[src/rtl/mem_lsu_pkg.sv]
// Shared types and opcodes for the MIPS memory-access stage (mem_lsu).
// The bus request is built here so the top stays a thin FSM.
package mem_lsu_pkg;

  localparam int REG_BUS      = 32;
  localparam int REG_ADDR_BUS = 5;
  localparam int ALU_OP_BUS   = 8;
  localparam int BYTE_EN_BUS  = 4;

  localparam logic [REG_BUS-1:0] ZERO_WORD = '0;

  localparam logic [ALU_OP_BUS-1:0] ALU_OP_NOP  = 8'h00;
  localparam logic [ALU_OP_BUS-1:0] ALU_OP_ADDU = 8'h21;
  localparam logic [ALU_OP_BUS-1:0] ALU_OP_LB   = 8'he0;
  localparam logic [ALU_OP_BUS-1:0] ALU_OP_LH   = 8'he1;
  localparam logic [ALU_OP_BUS-1:0] ALU_OP_LW   = 8'he3;
  localparam logic [ALU_OP_BUS-1:0] ALU_OP_SB   = 8'he8;
  localparam logic [ALU_OP_BUS-1:0] ALU_OP_SH   = 8'he9;
  localparam logic [ALU_OP_BUS-1:0] ALU_OP_SW   = 8'heb;

  typedef enum logic [1:0] {
    MEM_ST_IDLE = 2'd0,
    MEM_ST_BUSY = 2'd1,
    MEM_ST_DONE = 2'd2
  } mem_state_e;

  typedef struct packed {
    logic                   we;
    logic [REG_BUS-1:0]     addr;
    logic [BYTE_EN_BUS-1:0] be;
    logic [REG_BUS-1:0]     wdata;
  } dbus_req_t;

  function automatic logic is_load(input logic [ALU_OP_BUS-1:0] op);
    return (op == ALU_OP_LB) || (op == ALU_OP_LH) || (op == ALU_OP_LW);
  endfunction

  function automatic logic is_mem_op(input logic [ALU_OP_BUS-1:0] op);
    return is_load(op) || (op == ALU_OP_SB) || (op == ALU_OP_SH) || (op == ALU_OP_SW);
  endfunction

  // Little-endian lane placement; the bus only ever sees word addresses.
  function automatic dbus_req_t build_req(input logic [ALU_OP_BUS-1:0] op,
                                          input logic [REG_BUS-1:0]    addr,
                                          input logic [REG_BUS-1:0]    reg2);
    dbus_req_t r;
    r.we    = 1'b0;
    r.addr  = {addr[REG_BUS-1:2], 2'b00};
    r.be    = 4'b1111;
    r.wdata = ZERO_WORD;
    case (op)
      ALU_OP_SW: begin
        r.we    = 1'b1;
        r.wdata = reg2;
      end
      ALU_OP_SH: begin
        r.we    = 1'b1;
        r.be    = addr[1] ? 4'b1100 : 4'b0011;
        r.wdata = {2{reg2[15:0]}};
      end
      ALU_OP_SB: begin
        r.we    = 1'b1;
        r.be    = 4'b0001 << addr[1:0];
        r.wdata = {4{reg2[7:0]}};
      end
      default: ;
    endcase
    return r;
  endfunction

endpackage

[src/rtl/mem_lsu_load_align.sv]
// Combinational load formatter: picks the addressed lane of a bus word and
// sign-extends it for LH/LB; LW and anything else pass the word through.
module mem_load_align
  import mem_lsu_pkg::*;
(
  input  logic [ALU_OP_BUS-1:0] aluop,
  input  logic [1:0]            addr,
  input  logic [REG_BUS-1:0]    rdata,
  output logic [REG_BUS-1:0]    result
);

  logic [15:0] half;
  logic [7:0]  lane;

  assign half = addr[1] ? rdata[31:16] : rdata[15:0];
  assign lane = rdata[{addr, 3'b000} +: 8];

  // NOTE: every always_comb output gets a default first so no path can infer a latch.
  always_comb begin
    result = rdata;
    case (aluop)
      ALU_OP_LH: result = {{16{half[15]}}, half};
      ALU_OP_LB: result = {{24{lane[7]}}, lane};
      default:   ;
    endcase
  end

endmodule

[src/rtl/mem_lsu.sv]
// MIPS memory-access stage: pass-through for ALU ops, IDLE/BUSY/DONE FSM over a
// req/ack data bus for loads and stores. Optional: MEM_ALIGN_CHECK_EN.
module mem_lsu
  import mem_lsu_pkg::*;
(
  input  logic                    clk,
  input  logic                    rst,
  input  logic [ALU_OP_BUS-1:0]   aluop_i,
  input  logic [REG_ADDR_BUS-1:0] wd_i,
  input  logic                    wreg_i,
  input  logic [REG_BUS-1:0]      wdata_i,
  input  logic [REG_BUS-1:0]      mem_addr_i,
  input  logic [REG_BUS-1:0]      reg2_i,
  output logic [REG_ADDR_BUS-1:0] wd_o,
  output logic                    wreg_o,
  output logic [REG_BUS-1:0]      wdata_o,
  output logic                    stallreq_o,
  output logic                    dbus_req_o,
  output logic                    dbus_we_o,
  output logic [REG_BUS-1:0]      dbus_addr_o,
  output logic [BYTE_EN_BUS-1:0]  dbus_be_o,
  output logic [REG_BUS-1:0]      dbus_wdata_o,
  input  logic [REG_BUS-1:0]      dbus_rdata_i,
  input  logic                    dbus_ack_i,
  output logic                    align_err_o
);

  mem_state_e            state;
  dbus_req_t             req_q;
  logic [ALU_OP_BUS-1:0] op_q;
  logic [1:0]            off_q;
  logic [REG_BUS-1:0]    rdata_q;
  logic [REG_BUS-1:0]    load_data;
  logic                  mem_op;
  logic                  misalign;
  logic                  start;

  assign mem_op = is_mem_op(aluop_i);

`ifdef MEM_ALIGN_CHECK_EN
  assign misalign = ((aluop_i == ALU_OP_LW) && (mem_addr_i[1:0] != 2'b00)) ||
                    ((aluop_i == ALU_OP_LH) && mem_addr_i[0]);
  // Gated by rst so the pulse obeys the all-zero reset view of the outputs.
  assign align_err_o = !rst && (state == MEM_ST_IDLE) && mem_op && misalign;
`else
  assign misalign    = 1'b0;
  assign align_err_o = 1'b0;
`endif

  assign start = (state == MEM_ST_IDLE) && mem_op && !misalign;

  // Formatting uses the latched op and offset, not the live inputs.
  mem_load_align u_load_align (
    .aluop  (op_q),
    .addr   (off_q),
    .rdata  (dbus_rdata_i),
    .result (load_data)
  );

  // NOTE: sequential state uses non-blocking assignments so every flop samples pre-edge values.
  always_ff @(posedge clk or posedge rst) begin
    if (rst) begin
      state      <= MEM_ST_IDLE;
      req_q      <= '0;
      op_q       <= '0;
      off_q      <= '0;
      rdata_q    <= ZERO_WORD;
      dbus_req_o <= 1'b0;
    end else begin
      case (state)
        MEM_ST_IDLE: begin
          if (start) begin
            req_q      <= build_req(aluop_i, mem_addr_i, reg2_i);
            op_q       <= aluop_i;
            off_q      <= mem_addr_i[1:0];
            dbus_req_o <= 1'b1;
            state      <= MEM_ST_BUSY;
          end
        end
        MEM_ST_BUSY: begin
          if (dbus_ack_i) begin
            if (!req_q.we) rdata_q <= load_data;
            dbus_req_o <= 1'b0;
            state      <= MEM_ST_DONE;
          end
        end
        MEM_ST_DONE: state <= MEM_ST_IDLE;
        default:     state <= MEM_ST_IDLE;
      endcase
    end
  end

  assign dbus_we_o    = req_q.we;
  assign dbus_addr_o  = req_q.addr;
  assign dbus_be_o    = req_q.be;
  assign dbus_wdata_o = req_q.wdata;

  // Stall is combinational so the op is held in EX/MEM in the very cycle it arrives.
  assign stallreq_o = !rst && (start || (state == MEM_ST_BUSY));
  assign wd_o       = wd_i;

  always_comb begin
    wreg_o  = wreg_i;
    wdata_o = wdata_i;
    case (state)
      MEM_ST_IDLE: if (mem_op) wreg_o = 1'b0;
      MEM_ST_BUSY: wreg_o = 1'b0;
      MEM_ST_DONE: begin
        if (is_load(op_q)) wdata_o = rdata_q;
        else               wreg_o  = 1'b0;
      end
      default: wreg_o = 1'b0;
    endcase
  end

endmodule

[config.mk]
export PLATFORM = sky130hd
export DESIGN_NAME = mem_lsu
export DESIGN_NICKNAME = d
export VERILOG_FILES = /design/src/rtl/mem_lsu_pkg.sv /design/src/rtl/mem_lsu_load_align.sv /design/src/rtl/mem_lsu.sv
export SDC_FILE = /design/constraint.sdc
export NUM_CORES = 1
export LEC_CHECK = 0
export ABC_AREA = 1
export BUFFER_PORTS_ARGS = -buffer_cell sky130_fd_sc_hd__buf_4
export CAP_MARGIN = 40
export CORE_MARGIN = 5
export CORE_UTILIZATION = 45
export CTS_CLUSTER_SIZE = 14
export DETAILED_ROUTE_END_ITERATION = 10
export GPL_TIMING_DRIVEN = 0
export PLACE_DENSITY = 0.81
export SLEW_MARGIN = 15
export SYNTH_ARGS = -nofsm -noshare
export SYNTH_HDL_FRONTEND = slang
export SYNTH_HIERARCHICAL = 1
export SYNTH_SLANG_ARGS = --single-unit
[constraint.sdc]
create_clock -name clk -period 3.6 [get_ports clk]
set_clock_uncertainty 0.2 [all_clocks]
set_input_delay 0.54 -clock clk [delete_from_list [all_inputs] [get_ports clk]]
set_output_delay 0.54 -clock clk [all_outputs]
set_load 0.02 [all_outputs]
# After elaboration in Yosys (flattened, before gate mapping)
# Index checks and enable logic that the tools add are counted.
dict set report totals {
  regBits 112
  inputBits 145
  out_inout_bits 110
  word_cells 60
}
dict set report classes {
  eq_ne 13
  n_shift 2
  mux 17
  bitwise_logic 1
  reduce_logical 18
}
# op n
set ops {}
lappend ops {{32-bit case mux with 3 select lines} 1}
lappend ops {{8-bit == test, second input constant} 9}
lappend ops {{32-bit two-way mux} 2}
lappend ops {{32-bit case mux with 2 select lines} 1}
lappend ops {{32-bit by 6-bit variable part select with 8-bit output} 1}
lappend ops {{16-bit two-way mux} 1}
lappend ops {{1-bit logical OR} 8}
lappend ops {{4-bit case mux with 2 select lines} 1}
lappend ops {{3-bit AND reduction} 2}
lappend ops {{1-bit two-way mux} 5}
lappend ops {{2-bit two-way mux} 2}
lappend ops {{4-bit two-way mux} 1}
lappend ops {{2-bit inequality test, second input constant} 2}
lappend ops {{1-bit case mux with 2 select lines} 2}
lappend ops {{2-bit case mux with 2 select lines} 1}
lappend ops {{2-bit AND reduction} 2}
lappend ops {{1-bit by 2-bit left shift with 4-bit output, first input constant} 1}
lappend ops {{3-bit OR reduction} 1}
lappend ops {{2-bit by 1-bit == test with 1-bit output, second input constant} 1}
lappend ops {{2-bit == test, second input constant} 1}
lappend ops {{1-bit logical AND} 2}
lappend ops {{2-bit logical NOT} 1}
lappend ops {{2-bit nonzero test} 1}
lappend ops {{1-bit logical NOT} 1}
lappend ops {{1-bit inverter} 1}

# Longest topological paths before layout
# Gate-level depths: netlist of the first run.
dict set report logic_depth {
  depth_word 9
  depth_mapped 10
  mapped_depth_nobuf 9
}

# Modules after synthesis
# The synthesis of the first run kept the hierarchy.
# module n_inst cells_each area_per_inst_um2 seq_area_each_um2
set modules_own_cells {}
lappend modules_own_cells {mem_lsu 1 655 5469.0 2802.7}
lappend modules_own_cells {mem_load_align 1 253 1327.5 0.0}

# Worst setup path before layout of the first run
# No wires, ideal clock.
dict set report synth_timing {
  path_kind {input to output}
  start {input aluop_i[4]}
  end {output stallreq_o}
  arrival_ps 1712
  required_time_ps 2860
  setup_slack_ps 1148
  cell_stages 9
  path_buffers 2
  path_cell_list {inv_1 -> nand2_1 -> nor2_4 -> o211ai_2 -> nand2_1 -> nand2_2 -> buf_4 -> buf_6 -> a21oi_1}
}
dict set report synth_between {
  elab_chain_cells 9
  word_cells_on_any_way 14
  classes_between {eq/ne: 6; reduce/logical: 8}
}
# element line
set synth_rtl {}
lappend synth_rtl {{start, declared} mem_lsu.sv:8} ;# input logic [ALU_OP_BUS-1:0] aluop_i,
lappend synth_rtl {{8-bit == test} mem_lsu_pkg.sv:35} ;# return (op == ALU_OP_LB) || (op == ALU_OP_LH) || (op == ALU_OP_LW);
lappend synth_rtl {{1-bit logical OR (2 in a row)} mem_lsu_pkg.sv:35}
lappend synth_rtl {{1-bit logical OR (2 in a row)} mem_lsu_pkg.sv:39} ;# return is_load(op) || (op == ALU_OP_SB) || (op == ALU_OP_SH) || (op == ALU_OP_SW);
lappend synth_rtl {{1-bit logical OR *} mem_lsu_pkg.sv:39}
lappend synth_rtl {{1-bit logical AND *} mem_lsu.sv:50} ;# assign start = (state == MEM_ST_IDLE) && mem_op && !misalign;
lappend synth_rtl {{1-bit logical OR *} mem_lsu.sv:99} ;# assign stallreq_o = !rst && (start || (state == MEM_ST_BUSY));
lappend synth_rtl {{1-bit logical AND *} mem_lsu.sv:99}
lappend synth_rtl {{end, declared} mem_lsu.sv:17} ;# output logic stallreq_o,
# Every way passes the cells marked *; elsewhere a longest branch is shown, timed or not.

# Final worst setup path of the first run
dict set report layout_timing {
  start {register state[0]}
  end {output wdata_o[27]}
}
dict set report layout_between {
  elab_chain_cells 2
}
# element line
set layout_rtl {}
lappend layout_rtl {{start, declared} mem_lsu.sv:28} ;# mem_state_e state;
lappend layout_rtl {{start signal, assigned} mem_lsu.sv:63} ;# state <= MEM_ST_IDLE;
lappend layout_rtl {{start signal, assigned} mem_lsu.sv:77} ;# state <= MEM_ST_BUSY;
lappend layout_rtl {{start signal, assigned} mem_lsu.sv:84} ;# state <= MEM_ST_DONE;
lappend layout_rtl {{2-bit == test} mem_lsu.sv:105} ;# case (state)
lappend layout_rtl {{32-bit two-way mux} mem_lsu.sv:105}
lappend layout_rtl {{end, declared} mem_lsu.sv:16} ;# output logic [REG_BUS-1:0] wdata_o,
# No other way between the ends.

==> metrics.txt, run 1 <==
Die Span X 133 microns; Clock Pin Slew Worst Setup and Hold Paths approximately 0.08 ns; DIE AREA 17700 sq um; library cells used by synthesis 29; GP Congestion 0.946; Syn Area/Cell 7.49 sq um; Leak 0.00528 uW; #FFs+latches synth approximately 110; per-cell routed wire length about 17 microns; R2R Path Start op_q[3]; Gate power share 0.374; Reg power frac 0.400; DR vias/cell 5.30; Syn Std Cell Area 6800 sq um; Post-CTS Resized 0; Setup crit end wdata_o[27]; outcome completed; H-Tree Depth 3; pwr/cell area approximately 470 nW/um^2; vias in the first global route 7145; CTS buffer count 9; largest net degree at the start of global routing 37; Ant. Diodes 0; Longest Clk Path Bufs 2; core area approximately 15000 sq um; 1st-iter DRT viols 564; R2R setup slack approximately 1.6 ns; CTS tree built; most frequent cells in the layout 334 x nand2_1, 266 x buf_4, 189 x nand3_1; IO Port Bufs about 250; Seq/Total Area, Yosys 0.412; detailed placer's ending HPWL 17.6 mm; Die Y 133 microns; Skew-Pair Late Insertion Delay 0.36 ns; # hold bufs at CTS 0; WL final 22.5 mm; drt first pass iters 6; Net Sw Frac 0.374; layout cells sized above 1 0.322; P&R area growth vs syn 35.9%; first-pass GRT wire length 35.9 mm; Req. time, crit path ~2.9 ns; net switching power figure 1640 uW; # DRC 0; initial antenna violation count 0; placed cell area roughly 8900 sq um; Final Max Tran Viols 0; Post-Synthesis Cells ~910; vias after detailed routing ~7200; Final Cycle Share 0.919; Setup TNS 0 ns; min Tclk post-route 3.31 ns; Setup crit start kind register; postcts setup bufs 0; fin area 9240 sq um; Boundary Pins between 200 and 300; Clock Tree Root clkbuf_16; maxcap violations 0; RSZ-0062 raised after global routing false; Int Pwr 2740 uW; Cell Rows 45; Slew @ Worst Pin 0.690 ns; final hold violations 0; crit path capture type primary output; Finished Layout Cells around 1400; final number of setup-violating endpoints 0; Setup CP Type reg2out; Starting Density 0.452; Total Routing Usage GR 0.250; crit path max fanout 10; grt total ovfl 0; Syn. warnings 6; VDD IR max 0.368 mV; clock share of power 0.226; most common cell after layout, fill and taps aside nand2_1; layout net count 1315; FF-to-FF path depth 8; Worst slew margin 0.538; Max Clk Rate 0.302 GHz; dpl cells 1347; crit path from state[0]; worst min-delay path category in2async; Critical Path AT around 2.6 ns; post-route ant nets 0; Reg2Reg Capture Point rdata_q[7]; CTS sink count between 100 and 150
[synthesized netlist by cell type (all sizes together)]
| cell type | instances | area share |
|---|---|---|
| conb | 1 | 0.00055 |
| nand3 | 211 | 0.17 |
| clkbuf | 17 | 0.0094 |
| or2 | 1 | 0.00092 |
| buf | 53 | 0.050 |
| a21oi | 1 | 0.00074 |
| nor2 | 24 | 0.024 |
| nor3 | 2 | 0.0022 |
| nand4 | 33 | 0.030 |
| o211ai | 2 | 0.0029 |
| o21ai | 16 | 0.012 |
| dfrtp | 112 | 0.41 |
| nand2 | 344 | 0.19 |
| inv | 58 | 0.032 |
| nor4 | 1 | 0.0031 |
| mux2 | 32 | 0.053 |
[power by group through the flow]
stage | Sequential [uW] | Clock, uW | Combinational (uW)
after floorplan | 1880 | 0 | 871
after global placement | 1760 | 0 | 1600
after detailed placement | 1770 | 0 | 1640
after CTS | 1750 | 1010 | 1640
after global routing | 1790 | 1060 | 1800
final | 1750 | 992 | 1640
[per-stage QoR]
| step | power, uW | hold WS [ns] | utilization | setup WS [ns] |
|---|---|---|---|---|
| 2_1_floorplan | 2760 | 0.243 | - | 1.15 |
| 3_3_place_gp | 3360 | 0.256 | 0.591 | 0.604 |
| 4_1_cts | 4410 | 0.0224 | 0.615 | 0.254 |
| 5_1_grt | 4640 | 0.0467 | 0.615 | 0.139 |
| 6_report | 4390 | 0.0189 | 0.615 | 0.293 |
| 3_5_place_dp | 3410 | 0.260 | 0.595 | 0.646 |
[per-layer routing]
metal | vias up | wire length [microns] | track usage
met1 | 3348 | 8810 | 0.302
met2 | 349 | 10700 | 0.417
li1 | 3479 | - | -
met5 | - | 0 | 0
met4 | 0 | 698 | 0.0930
met3 | 46 | 2330 | 0.0798
[sequential cells by signal (all words and copies together), names as in the netlist]
| name | count |
|---|---|
| dbus_be_o | 4 |
| dbus_req_o | 1 |
| rdata_q | 32 |
| dbus_we_o | 1 |
| op_q | 8 |
| dbus_wdata_o | 32 |
| dbus_addr_o | 30 |
| off_q | 2 |
| state | 2 |
[critical path, stage by stage (launching register included)]
cell and delay [ns]:
dfrtp_1 0.45, nor4_4 0.63, nand3_1 0.51, buf_2 0.34, nand2_1 0.08, nand2_1 0.05, buf_4 0.15
[cell families (layout without fill, tap and decap cells)]
family | Yosys count | in the layout | share of synthesized area
multiplexers | 32 | 32 | 0.0530
flip-flops | 112 | 112 | 0.412
AND/OR/NAND/NOR | 616 | 616 | 0.428
other | 1 | 3 | 0.000552
AO/OA/AOI/OAI | 19 | 19 | 0.0155
buffers and inverters | 128 | 393 | 0.0909
[worst min path at each step]
stage / startpoint / endpoint / depth (start not counted)
final: rst / dbus_addr_o[8] / 2
after global routing: rst / dbus_addr_o[8] / 2
after CTS: rst / dbus_addr_o[8] / 2
after detailed placement: dbus_addr_o[20] / dbus_addr_o[20] / 2
after global placement: dbus_addr_o[12] / dbus_addr_o[12] / 2
after floorplan: off_q[0] / off_q[0] / 2
[final cells by class]
cell class,instances,area (sq um)
plain buffers,70,400
repair buffers,249,1910
multi-input cells,670,3380
well taps,188,235
flip-flops and latches,112,2800
inverters,58,221
clock inverters,5,46.3
fillers,1355,5790
clock buffers,11,243
No activity file was read; power rests on OpenSTA's default activity.
==> inputs of run 2 (changes only) <==
--- a/config.mk
+++ b/config.mk
@@ -5,15 +5,14 @@
 export SDC_FILE = /design/constraint.sdc
 export NUM_CORES = 1
 export LEC_CHECK = 0
-export ABC_AREA = 1
 export BUFFER_PORTS_ARGS = -buffer_cell sky130_fd_sc_hd__buf_4
 export CAP_MARGIN = 40
 export CORE_MARGIN = 5
-export CORE_UTILIZATION = 45
+export CORE_UTILIZATION = 44
 export CTS_CLUSTER_SIZE = 14
 export DETAILED_ROUTE_END_ITERATION = 10
 export GPL_TIMING_DRIVEN = 0
-export PLACE_DENSITY = 0.81
+export PLACE_DENSITY = 0.82
 export SLEW_MARGIN = 15
 export SYNTH_ARGS = -nofsm -noshare
 export SYNTH_HDL_FRONTEND = slang
==> run 2 against run 1 <==
  * Maximum frequency up 17%
  * Synthesized cell count fell by 45%
  * Largest power group unchanged
  * First-iteration DRC count shrank 50%
  * Worst setup slack better by 0.47 ns
  * Clock-buffer cell count decreased by 1
  * Clock power is 11% higher
  * Worst hold slack better by 0.10 ns
  * Synthesized area shrank 12%
  * Non-clock buffer count is 27 lower
  * Sequential power decreased by 3%
  * Critical endpoint is now wdata_o[30]
==> metrics.txt, run 2 <==
Cell Rows 42; postcts setup bufs 0; Slowest Stage Delay on Critical Path between 0.4 and 0.5 ns; Critical Path AT roughly 2.1 ns; P&R area growth vs syn 41.2%; Syn. warnings 6; library cells used by synthesis 50; layout cells sized above 1 0.579; drt first pass iters 5; Post-Synthesis Cells just under 500; Slew @ Worst Pin 0.763 ns; Gate power share 0.309; Max Clk Rate 0.353 GHz; # hold bufs at CTS 0; #FFs+latches synth 112; Setup crit start kind register; Skew-Pair Late Insertion Delay roughly 0.35 ns; Longest Clk Path Bufs 2; clock share of power 0.272; post-route ant nets 0; Starting Density 0.449; Async SR Flop Fraction 1.00; Syn Std Cell Area 5950 sq um; Net Sw Frac 0.312; CTS sink count 112; Req. time, crit path 2.86 ns; Clock Pin Slew Worst Setup and Hold Paths 0.08 ns; Tot Pwr 4040 uW; R2R setup slack 1.24 ns; top cells by area, synth dfrtp_1 47%, mux2_2 23%, mux2i_1 2.2%; net switching power figure 1260 uW; worst min-delay path category in2async; min Tclk post-route 2.83 ns; CTS buffer count 9; most frequent cells in the layout 260 x buf_4, 121 x mux2_2, 112 x dfrtp_1; CP top delay family simple AND/OR/NAND/NOR gates; Reg2Reg Capture Point rdata_q[6]; R2R Path Start op_q[0]; FF-to-FF path depth 7; final number of setup-violating endpoints 0; Die Span X 126 microns; grt total ovfl 0; most common cell in the netlist mux2_2; fin area 8400 sq um; GP Congestion roughly 0.9; Boundary Pins 255; Total Routing Usage GR 0.235; Top FF cell, synth dfrtp_1; Post-synth EDFFs 0; maxcap violations 0; placed cell area between 8000 and 9000 sq um; Reg power frac 0.419; WL final 18.9 mm; crit path capture type primary output; Setup CP Type reg2out; Worst slew margin 0.491; critical path, cell by cell and4bb_2, nand3_2, buf_4, mux2_1, buf_4; IO Port Bufs 244; DIE AREA about 16000 sq um; Slowest-stage cell, CP dfrtp_1; Ant. Diodes 0; Worst Path Buf+Inv 2; detailed placer's ending HPWL 15.0 mm; H-Tree Depth 3; CTS tree built; Final Cycle Share 0.787; Worst path most repeated cell buf_4; VDD IR max 0.356 mV; 1st-iter DRT viols 282; layout net count 900; Clock Tree Root clkbuf_16; # DRC 0; Final Max Tran Viols 0; Seq/Total Area, Yosys 0.471; Int Pwr approximately 2800 uW; synth cell count leaders 121 x mux2_2, 112 x dfrtp_1, 28 x nand2_1; Yosys top cell by area dfrtp_1; largest net degree at the start of global routing 39; first-pass GRT wire length 29.8 mm; pwr/cell area between 400 and 500 nW/um^2; Syn Area/Cell 12.0 sq um; crit path max fanout 10; final hold violations 0; Synth top area share 0.471; per-cell routed wire length 20.2 microns; RSZ-0062 raised after global routing false; vias after detailed routing 5083; initial antenna violation count 0; vias in the first global route approximately 5600; outcome completed; most common cell after layout, fill and taps aside buf_4; Die Y 126 microns; Leak 0.00426 uW; Post-CTS Resized 0; Setup TNS 0 ns; core area between 10000 and 15000 sq um; DR vias/cell 5.43
==> run 2: cell types whose count changed in the layout (fill, tap and decap cells not counted), moves of 17 or more <==
cell     delta
a21o_1     +17
inv_1      -35
mux2_2    +111
nand2_1   -306
nand3_1   -166
nand3_2    -19
nand4_1    -32
==> run 2: power by group through the flow <==
stage | clock network [uW] | logic [uW] | registers, uW
floorplan | 0 | 590 | 1810
global placement | 0 | 1210 | 1700
detailed placement | 0 | 1250 | 1720
CTS | 1120 | 1250 | 1690
global route | 1190 | 1340 | 1730
finish | 1100 | 1250 | 1690
==> run 2: cell families after synthesis <==
family | after synthesis | share of synthesized area
muxes | 142 | 0.266
DFF | 112 | 0.471
and+or+nand+nor | 100 | 0.101
AOI/OAI and AO/OA | 78 | 0.103
buffers and inverters | 62 | 0.0579
other | 1 | 0.000631
==> run 2: cell type report <==
cell class / count / area [sq um]
timing repair buffer: 247 / 1900
tap: 176 / 220
sequential: 112 / 2800
clock buffer: 10 / 229
inverter: 17 / 67.6
multi-input combinational: 323 / 2810
buffer: 45 / 280
clock inverter: 6 / 90.1
fill: 1078 / 4850
==> run 2: worst max-delay path by stage <==
stage	from	endpoint	slack, ns	cells past startpoint
2_1_floorplan	aluop_i[0]	wreg_o	1.38	4
5_1_grt	state[0]	wdata_o[30]	0.69	5
3_3_place_gp	rst	rdata_q[12]	0.79	2
4_1_cts	state[0]	wdata_o[30]	0.76	5
6_report	state[0]	wdata_o[30]	0.77	5
3_5_place_dp	state[0]	wdata_o[30]	1.15	5
==> run 2: per-stage QoR <==
stage,setup slack (ns),instances,hold slack [ns],utilization
after floorplan,1.38,497,0.251,-
after global placement,0.792,917,0.271,0.605
after detailed placement,1.15,920,0.276,0.610
after CTS,0.756,936,0.144,0.634
after global routing,0.686,936,0.171,0.634
final,0.766,936,0.123,0.634
==> run 2: routing by layer <==
| metal | wire length [microns] | part of all wire | global-route usage | vias to the layer above |
|---|---|---|---|---|
| met5 | 0 | 0 | 0 | - |
| met4 | 544 | 0.029 | 0.0883 | 0 |
| met3 | 2070 | 0.11 | 0.0838 | 42 |
| met2 | 9010 | 0.48 | 0.387 | 292 |
| met1 | 7260 | 0.38 | 0.283 | 2455 |
| li1 | - | - | - | 2294 |
